File: config.mk
export PLATFORM = sky130hd
export DESIGN_NAME = core_array_gbus_sched_flat
export DESIGN_NICKNAME = d
export VERILOG_FILES = /design/src/rtl/core_array_gbus_sched_pkg.sv /design/src/rtl/core_array_gbus_sched_if.sv /design/src/rtl/core_array_gbus_sched_prienc.sv /design/src/rtl/core_array_gbus_sched.sv /design/src/flat_wrapper.sv
export SDC_FILE = /design/constraint.sdc
export NUM_CORES = 1
export LEC_CHECK = 0
export CAP_MARGIN = 10
export CORE_UTILIZATION = 29
export CTS_BUF_LIST = sky130_fd_sc_hd__clkbuf_2
export DETAILED_ROUTE_END_ITERATION = 16
export SYNTH_ARGS = -nofsm -noshare
export SYNTH_HDL_FRONTEND = slang
export SYNTH_SLANG_ARGS = --single-unit
File: constraint.sdc
create_clock -name clk -period 4.3 [get_ports clk]
set_input_delay 0.86 -clock clk [delete_from_list [all_inputs] [get_ports clk]]
set_output_delay 0.86 -clock clk [all_outputs]
set_load 0.02 [all_outputs]
File: src/rtl/core_array_gbus_sched_pkg.sv
// Shared types for the per-head GBUS scheduler.
//   state_e : scheduler FSM states
//   cmd_t   : latched burst command {rd, core_mask, base_addr, len}
//   DEF_*   : default geometry used by the interface and the top level
package gbus_sched_pkg;

  localparam int unsigned DEF_VNUM      = 8;
  localparam int unsigned DEF_GBUS_DATA = 64;
  localparam int unsigned DEF_GBUS_ADDR = 12;
  localparam int unsigned DEF_LEN_W     = 12;
  localparam int unsigned DEF_MAX_OUTST = 4;

  typedef enum logic [2:0] {
    IDLE,
    SEL,
    WR,
    RD,
    DRAIN,
    DONE
  } state_e;

  typedef struct packed {
    logic                     rd;
    logic [DEF_VNUM-1:0]      core_mask;
    logic [DEF_GBUS_ADDR-1:0] base_addr;
    logic [DEF_LEN_W-1:0]     len;
  } cmd_t;

endpackage

File: src/rtl/core_array_gbus_sched_if.sv
// Bundle of all handshake/bus signals of one GBUS scheduler instance.
//   cmd_*        : burst command handshake (controller -> scheduler)
//   s_*          : write-data stream (controller -> scheduler)
//   gbus_*       : core_array GBUS side (addr/wen/wdata/ren out, rvalid/rdata in)
//   m_*          : read-return stream, no backpressure
//   busy, done   : status
// Modports: master = controller/core_array side, slave = scheduler.
interface core_array_gbus_sched_if
  import gbus_sched_pkg::*;
#(
  parameter int unsigned VNUM      = DEF_VNUM,
  parameter int unsigned GBUS_DATA = DEF_GBUS_DATA,
  parameter int unsigned GBUS_ADDR = DEF_GBUS_ADDR,
  parameter int unsigned LEN_W     = DEF_LEN_W
) ();

  logic                 cmd_valid;
  logic                 cmd_ready;
  logic                 cmd_rd;
  logic [VNUM-1:0]      cmd_core_mask;
  logic [GBUS_ADDR-1:0] cmd_base_addr;
  logic [LEN_W-1:0]     cmd_len;
  logic                 s_valid;
  logic                 s_ready;
  logic [GBUS_DATA-1:0] s_data;
  logic [GBUS_ADDR-1:0] gbus_addr;
  logic [VNUM-1:0]      gbus_wen;
  logic [GBUS_DATA-1:0] gbus_wdata;
  logic [VNUM-1:0]      gbus_ren;
  logic [VNUM-1:0]      gbus_rvalid;
  logic [GBUS_DATA-1:0] gbus_rdata;
  logic                 m_valid;
  logic [GBUS_DATA-1:0] m_data;
  logic                 busy;
  logic                 done;

  modport master (
    output cmd_valid, cmd_rd, cmd_core_mask, cmd_base_addr, cmd_len,
    output s_valid, s_data, gbus_rvalid, gbus_rdata,
    input  cmd_ready, s_ready, gbus_addr, gbus_wen, gbus_wdata, gbus_ren,
    input  m_valid, m_data, busy, done
  );

  modport slave (
    input  cmd_valid, cmd_rd, cmd_core_mask, cmd_base_addr, cmd_len,
    input  s_valid, s_data, gbus_rvalid, gbus_rdata,
    output cmd_ready, s_ready, gbus_addr, gbus_wen, gbus_wdata, gbus_ren,
    output m_valid, m_data, busy, done
  );

endinterface

File: src/rtl/core_array_gbus_sched_prienc.sv
// Lowest-set-bit priority encoder.
//   req    : request vector
//   onehot : lowest set bit of req (all zero when req is zero)
//   idx    : index of that bit (zero when req is zero)
module gbus_sched_prienc #(
  parameter  int unsigned N  = 8,
  localparam int unsigned IW = (N > 1) ? $clog2(N) : 1
) (
  input  logic [N-1:0]  req,
  output logic [N-1:0]  onehot,
  output logic [IW-1:0] idx
);

  always_comb begin
    // two's-complement trick isolates the lowest set bit
    onehot = req & (~req + N'(1));
    idx    = '0;
    for (int unsigned i = 0; i < N; i++) begin
      if (onehot[i]) idx = IW'(i);
    end
  end

endmodule

File: src/rtl/core_array_gbus_sched.sv
// Per-head GBUS scheduler: accepts one write or read burst, visits the
// selected cores in ascending order and issues len words per core starting at
// base_addr (wrapping modulo 2**GBUS_ADDR).
//   clk, rst : clock, synchronous active-high reset
//   bus      : slave side of core_array_gbus_sched_if (command, write stream,
//              GBUS strobes, read-return stream, busy/done)
// All bus outputs except cmd_ready/s_ready are registered.
module core_array_gbus_sched
  import gbus_sched_pkg::*;
#(
  parameter int unsigned VNUM      = DEF_VNUM,
  parameter int unsigned GBUS_DATA = DEF_GBUS_DATA,
  parameter int unsigned GBUS_ADDR = DEF_GBUS_ADDR,
  parameter int unsigned LEN_W     = DEF_LEN_W,
  parameter int unsigned MAX_OUTST = DEF_MAX_OUTST
) (
  input logic                    clk,
  input logic                    rst,
  core_array_gbus_sched_if.slave bus
);

  localparam int unsigned IW = (VNUM > 1) ? $clog2(VNUM) : 1;
  localparam int unsigned OW = $clog2(MAX_OUTST + 1);

  state_e               state, state_nx;
  cmd_t                 cmd_q;         // core_mask doubles as the remaining-core mask
  logic [IW-1:0]        core_idx;
  logic [VNUM-1:0]      core_oh;
  logic [GBUS_ADDR-1:0] cur_addr;
  logic [LEN_W-1:0]     word_cnt;
  logic [OW-1:0]        outst;
  logic [VNUM-1:0]      pick_oh;
  logic [IW-1:0]        pick_idx;
  logic                 accept, wr_fire, rd_fire, last_word, rvalid_any;

  logic [GBUS_ADDR-1:0] addr_q;
  logic [VNUM-1:0]      wen_q, ren_q;
  logic [GBUS_DATA-1:0] wdata_q, mdata_q;
  logic                 mvalid_q, busy_q, done_q;

  gbus_sched_prienc #(.N(VNUM)) u_prienc (
    .req    (cmd_q.core_mask),
    .onehot (pick_oh),
    .idx    (pick_idx)
  );

  assign core_oh    = VNUM'(1) << core_idx;
  assign rvalid_any = |bus.gbus_rvalid;
  assign last_word  = (word_cnt == cmd_q.len - LEN_W'(1));

  always_comb begin
    state_nx = state;
    accept   = 1'b0;
    wr_fire  = 1'b0;
    rd_fire  = 1'b0;
    case (state)
      IDLE: begin
        if (bus.cmd_valid) begin
          accept   = 1'b1;
          state_nx = (bus.cmd_core_mask == '0 || bus.cmd_len == '0) ? DONE : SEL;
        end
      end
      SEL: state_nx = cmd_q.rd ? RD : WR;
      WR: begin
        if (bus.s_valid) begin
          wr_fire = 1'b1;
          if (last_word) state_nx = (cmd_q.core_mask != '0) ? SEL : DONE;
        end
      end
      RD: begin
        if (outst < OW'(MAX_OUTST)) begin
          rd_fire = 1'b1;
          if (last_word) state_nx = (cmd_q.core_mask != '0) ? SEL : DRAIN;
        end
      end
      DRAIN: if (outst == '0) state_nx = DONE;
      DONE: state_nx = IDLE;
      default: state_nx = IDLE;
    endcase
  end

  always_ff @(posedge clk) begin
    if (rst) begin
      state    <= IDLE;
      cmd_q    <= '0;
      core_idx <= '0;
      cur_addr <= '0;
      word_cnt <= '0;
      outst    <= '0;
      addr_q   <= '0;
      wen_q    <= '0;
      ren_q    <= '0;
      wdata_q  <= '0;
      mvalid_q <= 1'b0;
      mdata_q  <= '0;
      busy_q   <= 1'b0;
      done_q   <= 1'b0;
    end else begin
      state <= state_nx;
      if (accept) begin
        cmd_q <= '{rd: bus.cmd_rd, core_mask: bus.cmd_core_mask,
                   base_addr: bus.cmd_base_addr, len: bus.cmd_len};
      end
      if (state == SEL) begin
        cmd_q.core_mask <= cmd_q.core_mask & ~pick_oh;
        core_idx        <= pick_idx;
        cur_addr        <= cmd_q.base_addr;
        word_cnt        <= '0;
      end
      wen_q <= wr_fire ? core_oh : '0;
      ren_q <= rd_fire ? core_oh : '0;
      if (wr_fire || rd_fire) begin
        addr_q   <= cur_addr;
        cur_addr <= cur_addr + GBUS_ADDR'(1);
        word_cnt <= word_cnt + LEN_W'(1);
      end
      if (wr_fire) wdata_q <= bus.s_data;
      outst    <= outst + OW'(rd_fire) - OW'(rvalid_any);
      mvalid_q <= rvalid_any;
      mdata_q  <= bus.gbus_rdata;
      // done is registered from DONE, so busy is stretched to cover the done cycle
      busy_q   <= (state_nx != IDLE) || (state == DONE);
      done_q   <= (state == DONE);
    end
  end

  assign bus.cmd_ready  = (state == IDLE);
  assign bus.s_ready    = (state == WR);
  assign bus.gbus_addr  = addr_q;
  assign bus.gbus_wen   = wen_q;
  assign bus.gbus_ren   = ren_q;
  assign bus.gbus_wdata = wdata_q;
  assign bus.m_valid    = mvalid_q;
  assign bus.m_data     = mdata_q;
  assign bus.busy       = busy_q;
  assign bus.done       = done_q;

endmodule

File: src/flat_wrapper.sv
// flat-port wrapper written by rule: the top's interface ports become plain ports
module core_array_gbus_sched_flat import gbus_sched_pkg::*;
#(
  parameter int unsigned VNUM      = DEF_VNUM,
  parameter int unsigned GBUS_DATA = DEF_GBUS_DATA,
  parameter int unsigned GBUS_ADDR = DEF_GBUS_ADDR,
  parameter int unsigned LEN_W     = DEF_LEN_W,
  parameter int unsigned MAX_OUTST = DEF_MAX_OUTST
)
  (clk, rst, bus_cmd_valid, bus_cmd_rd, bus_cmd_core_mask, bus_cmd_base_addr, bus_cmd_len, bus_s_valid, bus_s_data, bus_gbus_rvalid, bus_gbus_rdata, bus_cmd_ready, bus_s_ready, bus_gbus_addr, bus_gbus_wen, bus_gbus_wdata, bus_gbus_ren, bus_m_valid, bus_m_data, bus_busy, bus_done);
  core_array_gbus_sched_if #(.VNUM(VNUM), .GBUS_DATA(GBUS_DATA), .GBUS_ADDR(GBUS_ADDR), .LEN_W(LEN_W)) bus_i ();
  input logic clk;
  input logic rst;
  input wire logic [$bits(bus_i.cmd_valid)-1:0] bus_cmd_valid;
  input wire logic [$bits(bus_i.cmd_rd)-1:0] bus_cmd_rd;
  input wire logic [$bits(bus_i.cmd_core_mask)-1:0] bus_cmd_core_mask;
  input wire logic [$bits(bus_i.cmd_base_addr)-1:0] bus_cmd_base_addr;
  input wire logic [$bits(bus_i.cmd_len)-1:0] bus_cmd_len;
  input wire logic [$bits(bus_i.s_valid)-1:0] bus_s_valid;
  input wire logic [$bits(bus_i.s_data)-1:0] bus_s_data;
  input wire logic [$bits(bus_i.gbus_rvalid)-1:0] bus_gbus_rvalid;
  input wire logic [$bits(bus_i.gbus_rdata)-1:0] bus_gbus_rdata;
  output wire logic [$bits(bus_i.cmd_ready)-1:0] bus_cmd_ready;
  output wire logic [$bits(bus_i.s_ready)-1:0] bus_s_ready;
  output wire logic [$bits(bus_i.gbus_addr)-1:0] bus_gbus_addr;
  output wire logic [$bits(bus_i.gbus_wen)-1:0] bus_gbus_wen;
  output wire logic [$bits(bus_i.gbus_wdata)-1:0] bus_gbus_wdata;
  output wire logic [$bits(bus_i.gbus_ren)-1:0] bus_gbus_ren;
  output wire logic [$bits(bus_i.m_valid)-1:0] bus_m_valid;
  output wire logic [$bits(bus_i.m_data)-1:0] bus_m_data;
  output wire logic [$bits(bus_i.busy)-1:0] bus_busy;
  output wire logic [$bits(bus_i.done)-1:0] bus_done;
  assign bus_i.cmd_valid = bus_cmd_valid;
  assign bus_i.cmd_rd = bus_cmd_rd;
  assign bus_i.cmd_core_mask = bus_cmd_core_mask;
  assign bus_i.cmd_base_addr = bus_cmd_base_addr;
  assign bus_i.cmd_len = bus_cmd_len;
  assign bus_i.s_valid = bus_s_valid;
  assign bus_i.s_data = bus_s_data;
  assign bus_i.gbus_rvalid = bus_gbus_rvalid;
  assign bus_i.gbus_rdata = bus_gbus_rdata;
  assign bus_cmd_ready = bus_i.cmd_ready;
  assign bus_s_ready = bus_i.s_ready;
  assign bus_gbus_addr = bus_i.gbus_addr;
  assign bus_gbus_wen = bus_i.gbus_wen;
  assign bus_gbus_wdata = bus_i.gbus_wdata;
  assign bus_gbus_ren = bus_i.gbus_ren;
  assign bus_m_valid = bus_i.m_valid;
  assign bus_m_data = bus_i.m_data;
  assign bus_busy = bus_i.busy;
  assign bus_done = bus_i.done;
  core_array_gbus_sched #(.VNUM(VNUM), .GBUS_DATA(GBUS_DATA), .GBUS_ADDR(GBUS_ADDR), .LEN_W(LEN_W), .MAX_OUTST(MAX_OUTST)) u_core (.clk(clk), .rst(rst), .bus(bus_i));
endmodule
==> After elaboration in Yosys (flattened, before gate mapping) <==
Cells that the tools add are included.
{ "totals": {"inputBits": 173, "elab_cells": 81, "out_inout_bits": 161, "register_bits": 225} }
{ "op_classes": {"bitwise_logic": 6, "n_shift": 1, "n_addsub": 6, "muxes": 30, "n_reduce_logical": 14, "n_lt_le_gt_ge": 1, "n_eq_ne": 6} }
{ "op_table": {"columns": ["operator", "n"], "rows": [
  ["12-bit 2-to-1 mux", 4],
  ["3-bit 2-to-1 mux", 15],
  ["32-bit 2-to-1 mux", 1],
  ["12-bit by 1-bit adder with 12-bit output, second input constant", 2],
  ["8-bit AND", 2],
  ["8-bit NOT", 2],
  ["3-bit one-hot mux with 5 select lines", 1],
  ["12-bit == test", 1],
  ["12-bit logical NOT", 1],
  ["12-bit by 1-bit subtractor with 12-bit output, second input constant", 1],
  ["8-bit by 1-bit adder with 8-bit output, second input constant", 1],
  ["8-bit logical NOT", 1],
  ["1-bit 2-to-1 mux", 8],
  ["8-bit 2-to-1 mux", 1],
  ["8-bit nonzero test", 1],
  ["8-bit OR reduction", 1],
  ["1-bit by 3-bit << shifter with 8-bit output, first input constant", 1],
  ["3-bit by 2-bit == test with 1-bit output, second input constant", 2],
  ["3-bit == test, second input constant", 2],
  ["3-bit logical NOT", 2],
  ["2-bit nonzero test", 2],
  ["2-bit OR reduction", 2],
  ["3-bit by 1-bit adder with 3-bit output", 1],
  ["3-bit by 1-bit == test with 1-bit output, second input constant", 1],
  ["5 further kinds", 8]
]} }

==> Logic depth before layout (Yosys ltp) <==
{ "logic_depth": {"word_depth": 10, "mapped_depth": 11, "ltp_nobuf": 10} }

==> Hierarchy <==
From an unflattened synthesis, not the netlist that was laid out.
{ "unflattened": {"hier_cells": 985, "area_unflattened_um2": 8282.9} }
{ "by_module_without_submodules": {"columns": ["module", "cells_each", "n_inst", "area_per_inst_um2", "seq_area_each_um2"], "rows": [
  ["core_array_gbus_sched", 963, 1, 8145.3, 4504.3],
  ["gbus_sched_prienc", 22, 1, 137.6, 0.0]
]} }

==> Worst setup path before layout <==
No wires, ideal clock.
{ "synth_path": {"path_kind": "in2reg", "startpoint": "input port bus_gbus_rvalid[1]", "endpoint": "register u_core.outst[2]", "setup_time_ns": 0.128, "slack_ns": 1.702, "cell_stages": 10, "t_required_ns": 4.172, "t_arrival_ns": 2.470, "path_buffers": 0, "path_cell_list": "nor4_1 nand2_1 ha_1 inv_1 ha_1 inv_1 fa_1 xnor2_1 xnor2_1 nor2_1"} }
{ "synth_via": {"elab_chain_cells": 2} }
{ "synth_lines": {"columns": ["item", "line", "source"], "rows": [
  ["from (decl)", "flat_wrapper.sv:21", "input wire logic [$bits(bus_i.gbus_rvalid)-1:0] bus_gbus_rvalid;"],
  ["8-bit OR reduction", "core_array_gbus_sched.sv:48", "assign rvalid_any = |bus.gbus_rvalid;"],
  ["via u_core.rvalid_any", "core_array_gbus_sched.sv:34", "logic accept, wr_fire, rd_fire, last_word, rvalid_any;"],
  ["3-bit by 1-bit subtractor with 3-bit output", "core_array_gbus_sched.sv:118", "outst <= outst + OW'(rd_fire) - OW'(rvalid_any);"],
  ["to (signal assigned)", "core_array_gbus_sched.sv:118", null],
  ["to (decl)", "core_array_gbus_sched.sv:31", "logic [OW-1:0] outst;"]
]} }
The timed path passes the listed nets, and every way through them passes these cells.
A chain may end at the register's enable or synchronous reset.

==> Worst setup path in the final report <==
{ "layout_path": {"startpoint": "register u_core.state[1]", "endpoint": "output port bus_s_ready"} }
{ "layout_via": {"elab_chain_cells": 1} }
{ "layout_lines": {"columns": ["item", "line", "source"], "rows": [
  ["from (decl)", "core_array_gbus_sched.sv:25", "state_e state, state_nx;"],
  ["from (signal assigned)", "core_array_gbus_sched.sv:99", "state <= state_nx;"],
  ["3-bit by 2-bit == test with 1-bit output", "core_array_gbus_sched.sv:128", "assign bus.s_ready = (state == WR);"],
  ["to (decl)", "flat_wrapper.sv:24", "output wire logic [$bits(bus_i.s_ready)-1:0] bus_s_ready;"]
]} }
No other way between the ends.

==> results by group <==
Outcome
  • Outcome: finished clean

Power
  • Gate power share: 16.4%
  • Switching share of total power: 29.9%
  • Worst vdd ir: 179 uV
  • Sequential share of power: 51.0%
  • Pwr Density: 354 nW/um^2
  • Net load switching power: 1.32 mW
  • Pint: 3.09 mW
  • Total power: 4.41 mW
  • Leak: 4.53 nW
  • Clk pwr share: 32.6%

Cells and area
  • Finished Cell Area: 12400 um^2
  • Fin nets: 1485
  • Layout cells sized above 1: 8.98%
  • FILL cells: 2828
  • Area grow syn2layout: 50.3%
  • Final Core Density: 44.6%
  • Sequential Area: 4500 um^2
  • Multi-input logic area: 3500 um^2
  • Fin cells: 1729

Yosys
  • Ys async rst share: 0%
  • Yosys cell types: 61
  • Syn avg cell area: 8.55 um^2
  • Top-area cell type share of the netlist area: 54.4%
  • Ys Warns: 0
  • Yosys reg bits: 225
  • Synth Net Count: 1148
  • Main synth FF type: dfxtp_1
  • Number of synthesized flops with an enable pin: 0
  • Yosys top cell by area: dfxtp_1
  • Area contributors post-synth: dfxtp_1 (54%), nand2_1 (11%), a21oi_1 (7.7%)
  • Synth Instances: 969
  • Register area share after synthesis: 54.4%
  • Mapped cell area: 8280 um^2

STA
  • Final Setup Violations: 0
  • Setup TNS: 0 ns
  • Max Slew Vio Count: 0
  • Worst rel slew slack: 43.4%
  • Max Freq: 0.300 GHz
  • Tcrit/Tclk final: 77.6%
  • Clk_skew: 0.0831 ns
  • Worst-margin pin slew: 0.850 ns
  • Setup ws final: 0.963 ns
  • Hold_ws: 0.456 ns
  • RSZ-0062 raised after global routing: false
  • Final critical path time including I/O delays and setup: 3.34 ns
  • Fin. Hold Viols: 0

GRT
  • GRT Total Usage: 17.6%
  • Pin count of the biggest net entering global routing: 108
  • Vias in the first global route: 7495
  • Global-route wire length before repair: 40.4 mm
  • Initial antenna violation count: 4
  • Aggregate global routing overflow: 0

Floorplanning
  • Chip Height: 171 um
  • Die Span X: 171 um
  • Core footprint: 27900 um^2
  • Die area: 29200 um^2
  • Boundary pin count: 334
  • Row cnt: 61
  • Initial Util: 29.6%

Placed design
  • Setup WS pre-CTS: 0.970 ns
  • Final Wtd Congestion: 0.803
  • Placed Cells incl. Taps: 1623
  • Port Buffers: 333
  • Dpl hpwl: 18.9 mm
  • Area after DPL: 11900 um^2

CTS
  • TritonCTS clock tree: yes
  • Clk Latency, worst-skew pair: 0.86 ns
  • H-tree depth: 2
  • Clk sinks: 225
  • Post-CTS Hold Fix Bufs: 0
  • Post-CTS setup buffer count: 0
  • CTS Buf Count: 59
  • Resize count post-CTS: 0
  • Clk pin slew, worst setup/hold paths: 0.09 ns
  • CTS max path bufs: 3
  • Clk root buf: clkbuf_2

Run
  • Max_cap viols: 0

Worst setup path
  • CP Launch Type: flip-flop
  • Crit path capture type: output port
  • CP required: 3.44 ns
  • Data arrival, critical path: 2.48 ns
  • Critical Path Fanout Max: 11
  • Setup CP Type: reg -> out

Hold path
  • Hold WC Path Type: reg -> reg

Route
  • Vias per cell: 4.52
  • Routed wire length: 26.8 mm
  • Pre-Repair DR Iteration Count: 4
  • Initial DRC Count: 350
  • Vias: 7815
  • DRC violations left: 0
  • Antenna Nets Post-Route: 0
  • Routed len/inst: 15.5 um
==> layout by cell type, fill, tap and decap left out, types with 4 or more instances in the layout <==
cell type        instances
clkbuf_2                88
inv_1                   12
clkinv_2                 4
nor4_1                  12
buf_4                    7
nor2b_1                 66
a21oi_1                128
nor2_1                  53
nand2_1                237
ha_1                     5
dfxtp_1                225
clkdlybuf4s50_1        332
clkinv_1                10
a221oi_1                 7
o21ai_0                 11
nand3_1                 25
nor3_1                  17
nand2b_1                 5
o211ai_1                 6
xor2_1                   4
xnor2_1                  9
nor3b_1                  7
and3_1                  11
==> sequential cells by signal, summed over array words and instances (netlist names) <==
signal / count
u_core.bus.m_data: 64
u_core.cur_addr: 12
u_core.cmd_q: 33
u_core.bus.busy: 1
u_core.bus.gbus_wen: 8
u_core.bus.m_valid: 1
u_core.core_idx: 3
u_core.bus.done: 1
u_core.bus.gbus_ren: 8
u_core.bus.gbus_addr: 12
u_core.state: 3
u_core.outst: 3
u_core.word_cnt: 12
u_core.bus.gbus_wdata: 64
==> critical path, cell delays in order, from the launching register on <==
cell             delay [ns]
dfxtp_1                0.56
nor3b_1                0.39
clkdlybuf4s50_1        0.74
==> path summary, 6_finish.rpt <==
path | to | slack (ns) | from | cells past startpoint
max | bus_s_ready | 0.96 | u_core.state[1]$_SDFF_PP0_ | 2
min | u_core.bus.gbus_wdata[19]$_SDFFE_PP0P_ | 0.46 | u_core.bus.gbus_wdata[19]$_SDFFE_PP0P_ | 2
max reg2reg | u_core.bus.busy$_SDFF_PP0_ | 1.68 | u_core.cmd_q[0]$_SDFFE_PP0P_ | 9
min reg2reg | u_core.bus.gbus_wdata[19]$_SDFFE_PP0P_ | 0.46 | u_core.bus.gbus_wdata[19]$_SDFFE_PP0P_ | 2
==> power by group through the flow <==
stage	sequential (mW)	combinational, mW	clock, mW
after floorplan	2.34	0.309	0
after global placement	2.29	0.722	0
after detailed placement	2.30	0.727	0
after CTS	2.25	0.731	1.51
after global routing	2.26	0.787	1.63
final	2.25	0.724	1.44
==> kinds of logic (layout without fill, tap and decap cells) <==
family / count (synthesis) / after routing / share of synthesized area [%]
xor gates and xnor gates: 13 / 13 / 1.38
muxes: 9 / 9 / 1.33
adders and majority gates: 6 / 6 / 0.997
buffers and inverters: 77 / 456 / 3.55
DFF: 225 / 225 / 54.4
AOI/OAI and AO/OA: 179 / 179 / 12.4
and+or+nand+nor: 460 / 460 / 26.0
other: 0 / 3 / 0
==> routing by layer <==
metal / up-vias / track usage (%) / wire length, um
li1: 3941 / - / -
met1: 3586 / 21.5 / 11300
met2: 230 / 28.6 / 12800
met3: 56 / 5.64 / 2050
met4: 2 / 7.03 / 595
met5: - / 0 / 13
==> layout make-up <==
cell class	instances	area share, %
inverter	12	0.362
clock inverter	15	0.533
clock buffer	88	3.54
sequential	225	36.2
multi-input combinational	667	28.1
antenna	3	0.0603
timing repair buffer	341	27.4
tap	378	3.80
==> cell usage after synthesis, drive strengths merged (2+ instances only) <==
master	instances
buf	10
a311oi	2
a21oi	128
a22oi	3
nand3b	3
a31oi	4
clkbuf	55
nor4b	2
and3	11
nor2	55
nor4	13
nor2b	66
nand4	3
nor3b	7
ha	5
or3	3
or4	2
nor3	18
mux2i	3
nand2b	5
dfxtp	225
nand2	238
inv	12
xnor2	9
a211oi	2
o211ai	6
o21ai	13
or2	3
o211a	2
xor2	4
nand3	27
a221oi	7
mux2	6
(Power assumes the default switching activity.)
